File: src/rtl/fetch_unit.sv
// Instruction-fetch stage: drives a synchronous-read instruction memory and
// delivers {pc, ins} pairs over valid/ready. Optional macro: FETCH_HALT_ON_ZERO_EN.
module fetch_unit #(
    parameter int PC_WIDTH   = 20,
    parameter int INS_WIDTH  = 20,
    parameter int IMEM_DEPTH = 20,
    parameter int RESET_PC   = 0,
    parameter int BUF_DEPTH  = 2
) (
    input  logic                 clk,
    input  logic                 rst_n,
    output logic [PC_WIDTH-1:0]  imem_pc,
    input  logic [INS_WIDTH-1:0] imem_ins,
    input  logic                 redirect_valid,
    input  logic [PC_WIDTH-1:0]  redirect_pc,
    output logic                 if_valid,
    input  logic                 if_ready,
    output logic [INS_WIDTH-1:0] if_ins,
    output logic [PC_WIDTH-1:0]  if_pc,
    output logic                 halted
);

    localparam int CW = $clog2(BUF_DEPTH + 1);
    localparam int IW = $clog2(BUF_DEPTH);

    // FETCH: issuing; WAIT: out of buffer credit; HALT: stopped on a zero word.
    typedef enum logic [1:0] {
        ST_FETCH,
        ST_WAIT,
        ST_HALT
    } fetch_state_e;

    fetch_state_e state_q;

    logic [PC_WIDTH-1:0]  pc_q;
    logic [PC_WIDTH-1:0]  inflight_pc_q;
    logic                 inflight_q;
    logic [CW-1:0]        count_q;
    logic [PC_WIDTH-1:0]  buf_pc_q  [BUF_DEPTH];
    logic [INS_WIDTH-1:0] buf_ins_q [BUF_DEPTH];

    logic                 pop;
    logic                 push;
    logic                 issue;
    logic                 zero_word;
    logic [CW-1:0]        occupancy;
    logic [IW-1:0]        wr_idx;
    logic [PC_WIDTH-1:0]  pc_next_seq;
    logic [PC_WIDTH-1:0]  redirect_tgt;

    // Handshake: an entry transfers at a rising edge where if_valid and
    // if_ready are both high; if_valid never depends on if_ready.
    assign if_valid = (count_q != '0);
    assign if_ins   = buf_ins_q[0];
    assign if_pc    = buf_pc_q[0];
    assign imem_pc  = pc_q;
    assign halted   = (state_q == ST_HALT);

    always_comb begin
        pop       = if_valid & if_ready;
        occupancy = count_q + CW'(inflight_q);
`ifdef FETCH_HALT_ON_ZERO_EN
        zero_word = inflight_q & ~redirect_valid & (imem_ins == '0);
`else
        zero_word = 1'b0;
`endif
        push  = inflight_q & ~redirect_valid & ~zero_word;
        // Credit counts the in-flight read so the buffer can never overflow.
        issue = ~halted & ~redirect_valid & ~zero_word
              & ((occupancy < CW'(BUF_DEPTH)) | pop);
        wr_idx       = IW'(count_q - CW'(pop));
        pc_next_seq  = (pc_q == PC_WIDTH'(IMEM_DEPTH - 1)) ? '0 : pc_q + 1'b1;
        redirect_tgt = (redirect_pc < PC_WIDTH'(IMEM_DEPTH)) ? redirect_pc : '0;
    end

    always_ff @(posedge clk or negedge rst_n) begin
        if (!rst_n) begin
            state_q       <= ST_FETCH;
            pc_q          <= PC_WIDTH'(RESET_PC);
            inflight_q    <= 1'b0;
            inflight_pc_q <= '0;
            count_q       <= '0;
            for (int i = 0; i < BUF_DEPTH; i++) begin
                buf_pc_q[i]  <= '0;
                buf_ins_q[i] <= '0;
            end
        end else if (redirect_valid) begin
            state_q    <= ST_FETCH;
            pc_q       <= redirect_tgt;
            inflight_q <= 1'b0;
            count_q    <= '0;
        end else begin
            inflight_q <= issue;
            if (issue) begin
                inflight_pc_q <= pc_q;
                pc_q          <= pc_next_seq;
            end
            count_q <= count_q + CW'(push) - CW'(pop);
            // Head is always entry 0: shift on pop, then the push lands behind.
            if (pop) begin
                for (int i = 0; i < BUF_DEPTH - 1; i++) begin
                    buf_pc_q[i]  <= buf_pc_q[i+1];
                    buf_ins_q[i] <= buf_ins_q[i+1];
                end
            end
            if (push) begin
                buf_pc_q[wr_idx]  <= inflight_pc_q;
                buf_ins_q[wr_idx] <= imem_ins;
            end
            if (zero_word || state_q == ST_HALT)
                state_q <= ST_HALT;
            else if (issue)
                state_q <= ST_FETCH;
            else
                state_q <= ST_WAIT;
        end
    end

endmodule
File: config.mk
export PLATFORM = sky130hd
export DESIGN_NAME = fetch_unit
export DESIGN_NICKNAME = d
export VERILOG_FILES = /design/src/rtl/fetch_unit.sv
export SDC_FILE = /design/constraint.sdc
export NUM_CORES = 1
export LEC_CHECK = 0
export BUFFER_PORTS_ARGS = -buffer_cell sky130_fd_sc_hd__buf_2
export CAP_MARGIN = 40
export CELL_PAD_IN_SITES_DETAIL_PLACEMENT = 1
export CELL_PAD_IN_SITES_GLOBAL_PLACEMENT = 1
export CORE_MARGIN = 2
export CORE_UTILIZATION = 48
export DETAILED_ROUTE_END_ITERATION = 12
export PLACE_DENSITY_LB_ADDON = 0.25
export SYNTH_ARGS = -nofsm -noshare
export SYNTH_HDL_FRONTEND = slang
export SYNTH_SLANG_ARGS = --single-unit
File: constraint.sdc
create_clock -name clk -period 2.95 [get_ports clk]
set_clock_uncertainty 0.1 [all_clocks]
set_input_delay 0.4425 -clock clk [delete_from_list [all_inputs] [get_ports clk]]
set_output_delay 0.4425 -clock clk [all_outputs]
set_load 0.05 [all_outputs]
==> results of run 1 <==
-- cell families (layout without fill, tap and decap cells) --
family,count (synthesis),count (layout),synth area share
AND/OR/NAND/NOR,128,128,0.127
AO/OA/AOI/OAI,87,87,0.106
buffers and inverters,70,150,0.0773
multiplexers,79,79,0.147
adder cells (fa/ha/maj),3,3,0.00637
flip-flops,125,125,0.531
XOR/XNOR,4,4,0.00595
-- routing by layer --
| metal | wire length (µm) | share of wire |
|---|---|---|
| met1 | 6420 | 0.43 |
| met2 | 7330 | 0.49 |
| met3 | 803 | 0.054 |
| met4 | 277 | 0.019 |
| met5 | 0 | 0 |
-- layout by cell type, fill, tap and decap left out, drive strengths merged, types with 3 or more instances in the layout --
master | Yosys | final
or3 | 5 | 5
nor2 | 10 | 10
ha | 3 | 3
nor2b | 3 | 3
a221o | 23 | 23
mux2 | 61 | 61
a21oi | 16 | 16
clkbuf | 11 | 25
nand4 | 7 | 7
nand3 | 8 | 8
and3 | 27 | 27
nand2 | 32 | 32
nor3 | 4 | 4
mux2i | 18 | 18
dfrtp | 125 | 125
inv | 4 | 4
o21ai | 33 | 33
buf | 55 | 119
and2 | 5 | 5
nor4b | 5 | 5
nor4 | 7 | 7
or4 | 6 | 6
-- worst max-delay path, delay by kind of cell (launching register included) --
| family | cells | cell delay [ns] |
|---|---|---|
| adder cells (fa/ha/maj) | 1 | 0.25 |
| flip-flops | 1 | 0.46 |
| AO/OA/AOI/OAI | 2 | 0.75 |
| AND/OR/NAND/NOR | 3 | 0.62 |
-- path summary, 6_finish.rpt --
kind	from	to	cells past startpoint
worst max-delay path	imem_pc[0]	imem_pc[10]	6
worst min register to register	register	register	1
min in group clk	imem_ins[0]	if_ins[0]	3
max in group asynchronous	rst_n	async pin	2
worst min-delay path	rst_n	if_ins[0]	1
worst max register to register	imem_pc[0]	imem_pc[10]	6
-- where the power goes --
part	switching [mW]	internal, mW	total, mW
sequential	0.221	2.07	2.29
combinational	1.20	0.623	1.82
clock	0.686	1.15	1.84
-- layout make-up --
cell class	count	area, µm²	area share
clock inverters	2	10.0	0.00146
inverters	4	15.0	0.00219
well taps	147	184	0.0268
multi-input cells	301	2330	0.341
repair buffers	119	678	0.0989
flip-flops and latches	125	3130	0.456
clock buffers	25	505	0.0737
-- cells in the mapped netlist (2+ instances only) --
library cell / count / area share
nor2_1: 10 / 0.0064
nor2b_1: 3 / 0.0032
o2bb2ai_1: 2 / 0.0030
mux2i_1: 18 / 0.031
buf_2: 10 / 0.0085
xor2_1: 2 / 0.0030
buf_4: 42 / 0.054
or3_1: 5 / 0.0053
nand2_1: 32 / 0.020
o21ai_0: 30 / 0.025
or2_2: 2 / 0.0021
nor3b_1: 2 / 0.0025
nor4b_1: 5 / 0.0074
ha_1: 3 / 0.0064
and4_4: 2 / 0.0038
mux2_2: 60 / 0.11
and2_1: 3 / 0.0032
o21ai_1: 3 / 0.0025
nand3_1: 8 / 0.0068
and3_1: 26 / 0.028
clkbuf_1: 11 / 0.0070
xnor2_1: 2 / 0.0030
inv_1: 4 / 0.0025
buf_6: 3 / 0.0057
nor4_1: 7 / 0.0074
or4_1: 5 / 0.0064
nand4_1: 6 / 0.0064
nor3_1: 4 / 0.0034
a221o_1: 23 / 0.039
dfrtp_1: 125 / 0.53
a21oi_1: 16 / 0.014
-- metrics by stage --
step                worst slack [ns]  hold slack, ns
floorplan                      0.720          0.0469
global placement               0.728           0.378
detailed placement             0.578           0.388
CTS                            0.670         0.00249
global route                   0.479          0.0322
finish                         0.643         -0.0252
==> impl_metrics.toml, run 1 <==
[status]
status = "complete, but fails checks"
failed_checks = "hold timing"

[synthesis]
yosysSeqAreaShare = 0.531
synth_edf_count = 0
ys.warnings.count = 0
synth_area_per_cell_um2 = 11.9
ys.flop_type = "dfrtp_1"
yosys.cell_types.count = 53
syn_inst = 496
synth_nets = 543
ys_ff_latch = 125
synthArstFlopShare = 1.00
netlist_area_mm2 = 0.00589

[global_route]
grt_max_degree = 58
met1_usage = 0.308
track_usage = 0.244
grt_pass1_vias = 4740
antenna_found_initial = 0
busiest_layer = "met2"
grt_use_met3 = 0.0543
grt-ovfl-total = 0
grt_first_pass_wirelength_um = 24600
met2_usage = 0.406

[place]
dp_cells = 696
gp_congestion = 0.825
placedInstanceArea_mm2 = 0.00634
dp_hpwl_um = 10100
io_buffers = 105

[critical_path]
crit_slowest_cell = "o211ai_1"
worstPathArrival_ns = 2.51
required_ns = 3.16
worst_path_largest_cell_delay_ns = 0.51
crit_fanout = 7
end_kind = "register"
worstSetupStartpointType = "register"
worstPathCellList = "ha_1 > nor4b_1 > nand3_1 > o211ai_1 > nor4_1 > a31o_2"
crit_type = "register to register"
r2r_slack_ns = 0.64

[job]
cap_violations = 0

[timing]
final.setup.tns_ns = 0
maxSlewHeadroom = 0.512
hold_viol = 19
rsz0062_at_grt = "false"
timing.fmax_ghz = 0.434
holdWs_ns = -0.0252
tightestPinTransition_ns = 0.731
drv_slew = 0
setup_viol = 0
fin_crit_ns = 2.31
layout_worst_path_cycle_share = 0.782

[die]
rows = 40
die_w_um = 115
start_util = 0.491
io_pins = 106
dieHeight_um = 115
coreArea_mm2 = 0.0120
die-area_mm2 = 0.0132

[clocking]
worstSkewPairLatency_ns = 0.42
h-tree-depth = 4
cts_tree = "built"
postCtsHoldBufs = 0
cts_resized = 0
cts-root-buf = "clkbuf_16"
cts.path.max_buffers = 2
cts.sinks = 125
clkTransAtPathRegs_ns = 0.05
post_cts_buffers = 0
numCtsBuffers = 17

[route]
drtPass1Iterations = 4
viasPerCell = 5.95
drt_iter0_drc = 223
routed_wl_um = 14800
num_vias = 4304
wl_per_cell_um = 20.5
drc = 0
ant_nets = 0

[layout]
insertedDiodeCount = 0
postLayoutCellArea_mm2 = 0.00686
finish.utilization = 0.571
area_growth_pct = 16.4
drive_gt1_frac = 0.389
fin_nets = 615
stdcell_count = 723
nFillCells = 1279

[pwr]
cellLeakagePower_nw = 3.41
p_per_area_mw_per_mm2 = 868
vdd_ir_drop_max_v = 0.000341
power_mw = 5.95

[worst_hold_path]
hold_class = "input pin to async pin"
No activity file was read; power rests on OpenSTA's default activity.
==> run 2, diff against run 1 <==
ABC_AREA = 1   (was unset)
CORE_UTILIZATION = 41   (was 48)
clock period = 2.3 ns   (was 2.95 ns; I/O delays follow)
==> impl_metrics.toml, run 2 <==
[global_route]
grt-ovfl-total = 0
grt_max_degree = 41
grt_first_pass_wirelength_um = 30800
antenna_found_initial = 0
track_usage = 0.235
grt_pass1_vias = 6059

[synthesis]
synthArstFlopShare = 1.00
syn_inst = 869
synth_area_per_cell_um2 = 7.50
ys_ff_latch = 125
yosysSeqAreaShare = 0.480
yosys.cell_types.count = 26
synth_nets = 916
synthTopCellsByCount = "nand2_1, dfrtp_1, nand3_1"
synth_edf_count = 0
ys_top_cells_by_area = "dfrtp_1, nand2_1, nand3_1, buf_4, nor2_1"
synth_top_area_share = 0.480
ys.flop_type = "dfrtp_1"
ys.warnings.count = 0
yosysTopAreaCell = "dfrtp_1"
netlist_area_mm2 = 0.00651
synth.most_common_cell = "nand2_1"

[critical_path]
end_kind = "register"
worstSetupStartpointType = "register"
r2r_slack_ns = 0.30
crit_type = "register to register"
required_ns = 2.55
crit_fanout = 26
worstPathArrival_ns = 2.25

[pwr]
power_mw = 8.05
cellLeakagePower_nw = 4.08
p_per_area_mw_per_mm2 = 1060
vdd_ir_drop_max_v = 0.000539

[layout]
fin_nets = 979
area_growth_pct = 16.4
mostFrequentLayoutCells = "nand2_1, dfrtp_1, nand3_1"
stdcell_count = 1161
final_common_cell = "nand2_1"
layout.area.seq_mm2 = 0.00313
finish.utilization = 0.482
multi_input_area_mm2 = 0.00268
drive_gt1_frac = 0.176
nFillCells = 1964
insertedDiodeCount = 0

[place]
gp_congestion = 0.808
io_buffers = 105
dp_hpwl_um = 12700
place_ws_ns = 0.215
dp_cells = 1128

[clocking]
cts-root-buf = "clkbuf_16"
cts_tree = "built"
h-tree-depth = 4
clkTransAtPathRegs_ns = 0.06
numCtsBuffers = 17
worstSkewPairLatency_ns = 0.42
cts.sinks = 125
cts.path.max_buffers = 2

[route]
num_vias = 5810
drc = 0
drt_iter0_drc = 312
viasPerCell = 5.00
ant_nets = 0
routed_wl_um = 18300
wl_per_cell_um = 15.8
drtPass1Iterations = 4

[timing]
setup_viol = 0
fin_crit_ns = 2.00
worst_slack_ns = 0.304
timing.fmax_ghz = 0.501
hold_viol = 0
rsz0062_at_grt = "false"
maxSlewHeadroom = 0.650
layout_worst_path_cycle_share = 0.868
tightestPinTransition_ns = 0.512
final.setup.tns_ns = 0
drv_slew = 0

[die]
dieHeight_um = 130
io_pins = 106
start_util = 0.415
die-area_mm2 = 0.0169
rows = 46
die_w_um = 130
coreArea_mm2 = 0.0157

[worst_hold_path]
hold_class = "input pin to register"

[status]
status = "completed"

[job]
cap_violations = 0
-- run 2: cell count changes after synthesis, sizes merged, moves of 16 or more --
cell / before / now
nand2: 32 / 373
nand3: 8 / 121
mux2: 61 / 0
nor2: 10 / 57
inv: 4 / 47
and3: 27 / 0
a221o: 23 / 0
mux2i: 18 / 0
a21oi: 16 / 0
-- run 2: per-layer routing --
metal	track usage	up-vias	part of all wire	routed length (µm)
met1	0.300	2826	0.46	8340
met4	0.0740	0	0.015	280
li1	-	2847	-	-
met3	0.0455	24	0.034	627
met5	0	-	0	0
met2	0.403	113	0.50	9070
-- run 2: timing repair --
item,CTS,global route
resized for setup,0,2
hold buffers,1,0
setup buffers,0,0
endpoints found under the hold margin,33,0
endpoints found under the setup margin,0,1
-- run 2: final cells by class --
class / instances / share of cell area
flip-flops and latches: 125 / 0.413
multi-input cells: 619 / 0.353
repair buffers: 122 / 0.0934
clock buffers: 26 / 0.0672
well taps: 216 / 0.0356
inverters: 47 / 0.0239
clock inverters: 6 / 0.0139
-- run 2: final timing paths --
path	startpoint	cells past startpoint	endpoint
hold / removal	imem_ins[17]	3	if_ins[17]
max in group asynchronous	rst_n	3	async pin
setup reg to reg	count_q[0]	11	if_pc[19]
hold reg to reg	register	2	register
min in group asynchronous	rst_n	2	if_ins[5]
setup / recovery	count_q[0]	11	if_pc[19]
-- run 2: stage by stage --
| stage | hold slack (ns) | instance area [µm²] |
|---|---|---|
| global placement | 0.271 | 6950 |
| global route | 0.0589 | 7580 |
| CTS | 0.0471 | 7580 |
| floorplan | -0.0506 | 6510 |
| finish | 0.0580 | 7580 |
| detailed placement | 0.271 | 6950 |
-- run 2: cell families after synthesis --
group,count (synthesis),synth area share
compound gates,37,0.0294
buf+inv,125,0.109
fa+ha+maj,3,0.00576
xor+xnor,6,0.00807
flops,125,0.480
simple gates,573,0.368
-- run 2: critical path, stage by stage, from the launching register on --
cell	delay [ns]
dfrtp_1	0.43
inv_2	0.08
nand2_2	0.09
nand2_4	0.06
inv_4	0.23
nand2_4	0.10
nand3_4	0.09
buf_4	0.24
nand2_2	0.09
inv_2	0.23
nand2_1	0.10
nand3_1	0.08
-- run 2: where the power goes --
part / switching, mW / internal (mW)
Combinational: 1.76 / 0.570
Clock: 0.952 / 1.84
Sequential: 0.280 / 2.64
Total: 3.00 / 5.05
==> run 3, diff against run 2 <==
CORE_ASPECT_RATIO = 1.75   (was unset)
RECOVER_POWER = 25   (was unset)
==> impl_metrics.toml, run 3 (synthesis gave the netlist of run 2 again) <==
[status]
status = "complete, but fails checks"
failed_checks = "capacitance limit, slew limit"

[global_route]
busiest_layer = "met2"
grt_pass1_vias = 6276
grt-ovfl-total = 0
met1_usage = 0.249
grt_first_pass_wirelength_um = 30800
grt_use_met3 = 0.0380
track_usage = 0.231
antenna_found_initial = 0
grt_max_degree = 39
met2_usage = 0.446

[critical_path]
rr_startpoint = "imem_pc[1]"
required_ns = 2.54
worstSetupStartpointType = "register"
rr_worst_depth = 9
worstPathArrival_ns = 2.24
r2r-end = "imem_pc[12]"
crit_type = "register to register"
crit_slowest_cell = "dfrtp_1"
worst_path_largest_cell_delay_ns = 0.48
end_kind = "register"
crit_fanout = 6
worstPathCellList = "ha_1 > nand2_1 > inv_1 > nand2_1 > nor2_1 > nand2_1 > nand2_1 > nand4_1 > o21ai_1"
path_delay_family = "simple AND/OR/NAND/NOR gates"
r2r_slack_ns = 0.30
crit_buf_inv = 1
crit_path_frequent_cell = "nand2_1"

[layout]
fin_nets = 981
mostFrequentLayoutCells = "nand2_1, dfrtp_1, nand3_1"
final_common_cell = "nand2_1"
insertedDiodeCount = 0
drive_gt1_frac = 0.178
area_growth_pct = 15.2
nFillCells = 2063

[clocking]
post_cts_buffers = 0
cts.sinks = 125
cts_resized = 0
cts.path.max_buffers = 2
postCtsHoldBufs = 1
clkTransAtPathRegs_ns = 0.06
cts-root-buf = "clkbuf_16"
cts_tree = "built"
numCtsBuffers = 17
worstSkewPairLatency_ns = 0.42
h-tree-depth = 4

[worst_hold_path]
min_to = "if_ins[4]"
hold_class = "input pin to register"
hold_depth = 3
hold_path_startpoint = "imem_ins[4]"

[die]
coreArea_mm2 = 0.0157
die-area_mm2 = 0.0170
rows = 61
die_w_um = 99.3
dieHeight_um = 171
start_util = 0.414
io_pins = 106

[place]
dp_hpwl_um = 13100
io_buffers = 105
place_ws_ns = 0.309
gp_congestion = 0.836

[timing]
setup_viol = 0
final.setup.tns_ns = 0
worst_slack_ns = 0.304
rsz0062_at_grt = "false"
fin_crit_ns = 2.00
timing.fmax_ghz = 0.501
tightestPinTransition_ns = 1.54
maxSlewHeadroom = -0.0248
hold_viol = 0
layout_worst_path_cycle_share = 0.868
drv_slew = 29

[job]
cap_violations = 1

[route]
viasPerCell = 5.14
num_vias = 5838
ant_nets = 0
routed_wl_um = 18600
wl_per_cell_um = 16.4
drt_iter0_drc = 159
drtPass1Iterations = 4
drc = 0

[pwr]
cellLeakagePower_nw = 4.05
p_per_area_mw_per_mm2 = 1060
vdd_ir_drop_max_v = 0.000526
[run 3: cell count changes in the layout (fill, tap and decap cells not counted), sizes merged]
cell	before	now
clkinvlp	0	4
clkinv	3	5
buf	121	118
clkbuf	26	24
[run 3: where the power goes]
group | total, mW | internal (mW) | switching [mW]
clock | 2.73 | 1.74 | 0.986
combinational | 2.30 | 0.572 | 1.72
sequential | 2.92 | 2.64 | 0.284
total | 7.94 | 4.95 | 2.99
[run 3: layout make-up]
class / instances / area [µm²] / share of cell area
sequential: 125 / 3130 / 0.417
multi-input combinational: 619 / 2680 / 0.357
timing repair buffer: 124 / 684 / 0.0912
clock buffer: 19 / 453 / 0.0604
tap: 189 / 236 / 0.0315
inverter: 47 / 179 / 0.0238
clock inverter: 12 / 145 / 0.0193
[run 3: metal layers]
metal,share of wire,wire [µm]
met1,0.39,7160
met5,0,0
met2,0.57,10500
met3,0.028,516
met4,0.019,348
[run 3: worst min-delay path, stage by stage]
cell     delay (ns)
buf_2          0.09
nand2_1        0.05
nand3_1        0.06
[run 3: per-stage QoR]
step | hold slack (ns) | area [µm²] | util | total power, mW | std cells
2_1_floorplan | -0.0506 | 6510 | - | 4.94 | 869
3_3_place_gp | 0.271 | 6920 | 0.440 | 5.23 | 1103
3_5_place_dp | 0.269 | 6920 | 0.440 | 5.29 | 1103
4_1_cts | 0.0531 | 7530 | 0.479 | 8.04 | 1135
5_1_grt | 0.0649 | 7500 | 0.477 | 8.38 | 1135
6_report | 0.0618 | 7500 | 0.477 | 7.94 | 1135
[run 3: worst max path at each step]
stage | start | end | slack (ns) | depth (start not counted)
finish | imem_pc[1] | imem_pc[12] | 0.30 | 9
global route | imem_pc[1] | imem_pc[16] | 0.04 | 9
CTS | imem_pc[1] | imem_pc[16] | 0.29 | 8
detailed placement | imem_pc[1] | imem_pc[16] | 0.31 | 8
global placement | imem_pc[1] | imem_pc[16] | 0.35 | 8
floorplan | count_q[0] | count_q[1] | 0.33 | 10
